--- src/rtl/btn_pkg.sv ---
// Shared types and constants for the button debouncer: FSM state encoding,
// synchronizer depth and the counter-width helper.
package btn_pkg;

   typedef enum logic [1:0] {
      IDLE         = 2'd0,
      PRESS_WAIT   = 2'd1,
      HELD         = 2'd2,
      RELEASE_WAIT = 2'd3
   } state_t;

   localparam int SYNC_STAGES = 2;

   // Width able to hold the larger of the two interval lengths without wrapping.
   function automatic int cnt_width(input int a, input int b);
      int m;
      m = (a > b) ? a : b;
      return $clog2(m + 1);
   endfunction

endpackage

--- src/rtl/button_debouncer_sync_2ff.sv ---
// Flop synchronizer for an asynchronous pin; resets to a selectable idle level
// so the downstream logic sees "released" right after reset.
module sync_2ff
   import btn_pkg::*;
#(
   parameter logic RST_VAL = 1'b0
) (
   input  logic i_clk,
   input  logic i_rst,
   input  logic i_d,
   output logic o_q
);

   logic [SYNC_STAGES-1:0] r_sync;

   always_ff @(posedge i_clk) begin
      if (i_rst) begin
         r_sync <= {SYNC_STAGES{RST_VAL}};
      end else begin
         r_sync <= {r_sync[SYNC_STAGES-2:0], i_d};
      end
   end

   assign o_q = r_sync[SYNC_STAGES-1];

endmodule

--- src/rtl/button_debouncer.sv ---
// Debounces a bouncing button into a registered level plus press/release strobes.
// Define BTN_DEBOUNCE_LONG_PRESS_EN to add a one-shot long-press strobe.
module button_debouncer
   import btn_pkg::*;
#(
   parameter int DEBOUNCE_CYCLES = 120000,
   parameter bit ACTIVE_LOW      = 1'b1,
   parameter int LONG_CYCLES     = 6000000
) (
   input  logic clk,
   input  logic rst,
   input  logic btn_in,
   output logic btn_level,
   output logic press_pulse,
   output logic release_pulse,
   output logic long_pulse
);

   localparam int            CW      = cnt_width(DEBOUNCE_CYCLES, LONG_CYCLES);
   localparam logic [CW-1:0] DB_LAST = CW'(DEBOUNCE_CYCLES - 1);

   function automatic logic [CW-1:0] sat_inc(input logic [CW-1:0] v);
      return (v == '1) ? v : v + 1'b1;
   endfunction

   logic          w_sync;
   logic          w_pressed;
   state_t        r_state;
   state_t        w_next;
   logic [CW-1:0] r_db_cnt;
   logic [CW-1:0] w_db_cnt_nxt;
   logic          r_level;
   logic          w_level_nxt;
   logic          r_press;
   logic          w_press_nxt;
   logic          r_release;
   logic          w_release_nxt;

   sync_2ff #(.RST_VAL(ACTIVE_LOW)) u_sync (
      .i_clk (clk),
      .i_rst (rst),
      .i_d   (btn_in),
      .o_q   (w_sync)
   );

   assign w_pressed = w_sync ^ ACTIVE_LOW;

   always_ff @(posedge clk) begin
      if (rst) begin
         r_state   <= IDLE;
         r_db_cnt  <= '0;
         r_level   <= 1'b0;
         r_press   <= 1'b0;
         r_release <= 1'b0;
      end else begin
         r_state   <= w_next;
         r_db_cnt  <= w_db_cnt_nxt;
         r_level   <= w_level_nxt;
         r_press   <= w_press_nxt;
         r_release <= w_release_nxt;
      end
   end

   // Counter defaults to zero, so it only survives while a wait state persists;
   // any bounce back out of a wait state restarts the full interval.
   always_comb begin
      w_next        = r_state;
      w_db_cnt_nxt  = '0;
      w_level_nxt   = r_level;
      w_press_nxt   = 1'b0;
      w_release_nxt = 1'b0;
      case (r_state)
         IDLE: begin
            if (w_pressed) w_next = PRESS_WAIT;
         end
         PRESS_WAIT: begin
            if (!w_pressed) begin
               w_next = IDLE;
            end else if (r_db_cnt >= DB_LAST) begin
               w_next      = HELD;
               w_level_nxt = 1'b1;
               w_press_nxt = 1'b1;
            end else begin
               w_db_cnt_nxt = sat_inc(r_db_cnt);
            end
         end
         HELD: begin
            if (!w_pressed) w_next = RELEASE_WAIT;
         end
         RELEASE_WAIT: begin
            if (w_pressed) begin
               w_next = HELD;
            end else if (r_db_cnt >= DB_LAST) begin
               w_next        = IDLE;
               w_level_nxt   = 1'b0;
               w_release_nxt = 1'b1;
            end else begin
               w_db_cnt_nxt = sat_inc(r_db_cnt);
            end
         end
         default: w_next = IDLE;
      endcase
   end

   assign btn_level     = r_level;
   assign press_pulse   = r_press;
   assign release_pulse = r_release;

`ifdef BTN_DEBOUNCE_LONG_PRESS_EN
   localparam logic [CW-1:0] LONG_LAST = CW'(LONG_CYCLES - 1);

   logic [CW-1:0] r_long_cnt;
   logic          r_long;

   // Counts from the level rise; saturation past LONG_LAST keeps it one-shot per press.
   always_ff @(posedge clk) begin
      if (rst) begin
         r_long_cnt <= '0;
         r_long     <= 1'b0;
      end else begin
         r_long <= 1'b0;
         if (r_state == HELD || r_state == RELEASE_WAIT) begin
            if (r_long_cnt == LONG_LAST) r_long <= 1'b1;
            r_long_cnt <= sat_inc(r_long_cnt);
         end else begin
            r_long_cnt <= '0;
         end
      end
   end

   assign long_pulse = r_long;
`else
   assign long_pulse = 1'b0;
`endif

endmodule

--- config.mk ---
export PLATFORM = sky130hd
export DESIGN_NAME = button_debouncer
export DESIGN_NICKNAME = d
export VERILOG_FILES = /design/src/rtl/btn_pkg.sv /design/src/rtl/button_debouncer_sync_2ff.sv /design/src/rtl/button_debouncer.sv
export SDC_FILE = /design/constraint.sdc
export NUM_CORES = 1
export LEC_CHECK = 0
export CAP_MARGIN = 30
export CORE_ASPECT_RATIO = 1.25
export CORE_UTILIZATION = 30
export DETAILED_ROUTE_END_ITERATION = 7
export GPL_TIMING_DRIVEN = 1
export HOLD_SLACK_MARGIN = 0.06
export SETUP_SLACK_MARGIN = 0.4
export SLEW_MARGIN = 10
export SYNTH_ARGS = -nofsm -noshare
export SYNTH_HDL_FRONTEND = slang
export SYNTH_SLANG_ARGS = --single-unit
--- constraint.sdc ---
create_clock -name clk -period 2.6 [get_ports clk]
set_input_delay 0.26 -clock clk [delete_from_list [all_inputs] [get_ports clk]]
set_output_delay 0.26 -clock clk [all_outputs]
set_load 0.02 [all_outputs]
==> flow_metrics.env <==
export IMPL_utilization=0.355
export IMPL_final_cells=220
export IMPL_place_congestion=0.759
export IMPL_cts_resized=0
export IMPL_synth_distinct_cells=46
export IMPL_drcViolationCount=0
export IMPL_hold_depth=1
export IMPL_vias=1041
export IMPL_num_rows=28
export IMPL_setup_slack_ps=579
export IMPL_syn_cell_area_um2=1470
export IMPL_crit_chain="ha_1, nand4_1, or3_1, nor3_1, mux2i_1, nor2_4"
export IMPL_critPathLaunchType="register"
export IMPL_yosysTopAreaCellShare=0.408
export IMPL_wl_per_cell_um=11.2
export IMPL_layout_drive_gt1_share=0.200
export IMPL_clockRootBuffer="clkbuf_8"
export IMPL_cts_sink_count=30
export IMPL_arrival_ps=2190
export IMPL_antenna_left=0
export IMPL_globalRoute_totalOverflow=0
export IMPL_outcome="finished, final reports clean"
export IMPL_num_nets_final=163
export IMPL_cts_tree="built"
export IMPL_relSlewSlack=0.638
export IMPL_drtIter0Drc=71
export IMPL_clk_pin_slew_ps=70
export IMPL_clkPwrFrac=0.470
export IMPL_tightest_slew_ps=530
export IMPL_cts_made_buffers=5
export IMPL_cp_end_kind="register"
export IMPL_irDropWorstVdd_mv=0.199
export IMPL_setup_tns_ps=0
export IMPL_cp_max_fo=8
export IMPL_diodes=0
export IMPL_area_growth_pct=14.0
export IMPL_r2r_cells=6
export IMPL_cts_path_max_buffers=2
export IMPL_track_usage=0.111
export IMPL_clk_insertion_delay_late_ps=280
export IMPL_skew_ps=8.25
export IMPL_grt_pass1_vias=1001
export IMPL_dieArea_um2=5190
export IMPL_combPwrFrac=0.034
export IMPL_synth_seq_cells=30
export IMPL_sequentialPowerShare=0.496
export IMPL_design_core_area_um2=4730
export IMPL_required_ps=2770
export IMPL_finalHoldViolCount=0
export IMPL_multiInputGateArea_um2=806
export IMPL_place_hpwl_mm=1.84
export IMPL_grt_pass1_wl_mm=4.31
export IMPL_drt_pass1_iter_count=4
export IMPL_dp_cells=212
export IMPL_rsz0062_at_grt="no"
export IMPL_worstHoldPathType="reg2reg"
export IMPL_die_h_um=80.3
export IMPL_synthCells=147
export IMPL_ys_seq_area_frac=0.408
export IMPL_seq_area_um2=601
export IMPL_final_cell_mix="30 x dfxtp_1, 13 x xnor2_1, 10 x nor2_4"
export IMPL_switchingPower_mw=0.198
export IMPL_grt_start_max_net_pins=18
export IMPL_syn_avg_cell_area_um2=10.0
export IMPL_final_common_cell="dfxtp_1"
export IMPL_viasPerCell=4.73
export IMPL_dpl_cell_area_um2=1570
export IMPL_async_reset_ff_frac=0
export IMPL_p_leak_nw=0.509
export IMPL_antenna_found_initial=0
export IMPL_yosys_top_cells_area="dfxtp_1 41%, xnor2_1 7.7%, nor2_4 7.7%"
export IMPL_worst_setup_path_type="reg2reg"
export IMPL_maxSlewViolCount=0
export IMPL_p_sw_frac=0.205
export IMPL_setup_viol=0
export IMPL_max_freq_ghz=0.495
export IMPL_cp_slowest_stage_delay_ps=430
export IMPL_post_cts_setup_buffers=0
export IMPL_fillers=498
export IMPL_cts_htree_levels=2
export IMPL_p_int_mw=0.768
export IMPL_initial_core_util=0.311
export IMPL_power_per_cell_area_nw_per_um2=576
export IMPL_post_route_min_period_ps=2020
export IMPL_synthFlopType="dfxtp_1"
export IMPL_pre_cts_slack_ps=574
export IMPL_final_area_um2=1680
export IMPL_synth_area_leader_cell="dfxtp_1"
export IMPL_cap_violations=0
export IMPL_timing_final_crit_share=0.777
export IMPL_num_io_pins=7
export IMPL_drt_wl_total_mm=2.46
export IMPL_synth_edf_count=0
export IMPL_holdBufCountCts=0
export IMPL_io_buffers=5
export IMPL_die_w_um=64.6
export IMPL_crit_slowest_cell="or3_1"
export IMPL_yosysWarningCount=0
layer usage:
layer,up-vias,share of wire,GRT usage,wire length (µm)
met5,-,0,0,0
met4,0,0.031,0.0733,76
met3,7,0.017,0.0298,43
met2,11,0.53,0.201,1300
met1,489,0.43,0.109,1050
li1,534,-,-,-
sequential cells by signal, indices dropped and copies added, names as in the netlist, named ones only:
| register | flops |
|---|---|
| r_db_cnt | 23 |
| r_state | 1 |
| btn_level | 1 |
| u_sync.r_sync | 2 |
| press_pulse | 1 |
| release_pulse | 1 |
worst max-delay path, delay by kind of cell, from the launching register on:
kind | cells | cell delay, ps
flops | 1 | 380
mux | 1 | 310
fa+ha+maj | 1 | 310
simple gates | 4 | 910
stage by stage:
| stage | power [mW] | hold slack, ps |
|---|---|---|
| 3_3_place_gp | 0.522 | 395 |
| 5_1_grt | 1.02 | 443 |
| 3_5_place_dp | 0.523 | 402 |
| 2_1_floorplan | 0.509 | 333 |
| 6_report | 0.966 | 414 |
| 4_1_cts | 0.982 | 419 |
cell usage after synthesis (2+ instances only):
cell       n
a211oi_1   3
a21o_1     2
a21oi_1    7
buf_2      3
dfxtp_1   30
inv_1      8
nand2_1    8
nand3_1    8
nand4_1    5
nor2_1     8
nor2_4    10
nor3_1     5
nor4_4     3
or2_2      2
or3_1      2
xnor2_1   13
cell families (layout without fill, tap and decap cells):
family | after synthesis | in the layout | synth area share
other cells | 1 | 7 | 0.00255
simple gates | 63 | 63 | 0.326
xor+xnor | 14 | 14 | 0.0833
buf+inv | 15 | 22 | 0.0595
mux | 1 | 1 | 0.00680
compound gates | 22 | 22 | 0.105
fa+ha+maj | 1 | 1 | 0.00850
flops | 30 | 30 | 0.408
layout make-up:
type | instances | area share
repair buffers | 6 | 0.0343
clock inverters | 3 | 0.0239
multi-input cells | 108 | 0.480
inverters | 8 | 0.0179
flip-flops and latches | 30 | 0.358
well taps | 60 | 0.0447
clock buffers | 5 | 0.0410
path summary, 6_finish.rpt:
path / from / to / slack, ps
hold reg to reg: u_sync.r_sync[0] / u_sync.r_sync[1] / 410
hold / removal: u_sync.r_sync[0] / u_sync.r_sync[1] / 410
setup / recovery: r_db_cnt[0] / r_db_cnt[16] / 580
setup reg to reg: r_db_cnt[0] / r_db_cnt[16] / 580
power by group through the flow:
| stage | Sequential (mW) | Combinational, mW | Clock [mW] |
|---|---|---|---|
| after floorplan | 0.492 | 0.0175 | 0 |
| after global routing | 0.481 | 0.0364 | 0.503 |
| final | 0.480 | 0.0328 | 0.454 |
| after CTS | 0.480 | 0.0328 | 0.469 |
| after detailed placement | 0.490 | 0.0328 | 0 |
| after global placement | 0.489 | 0.0326 | 0 |
Power figures use the tool's default switching activity.
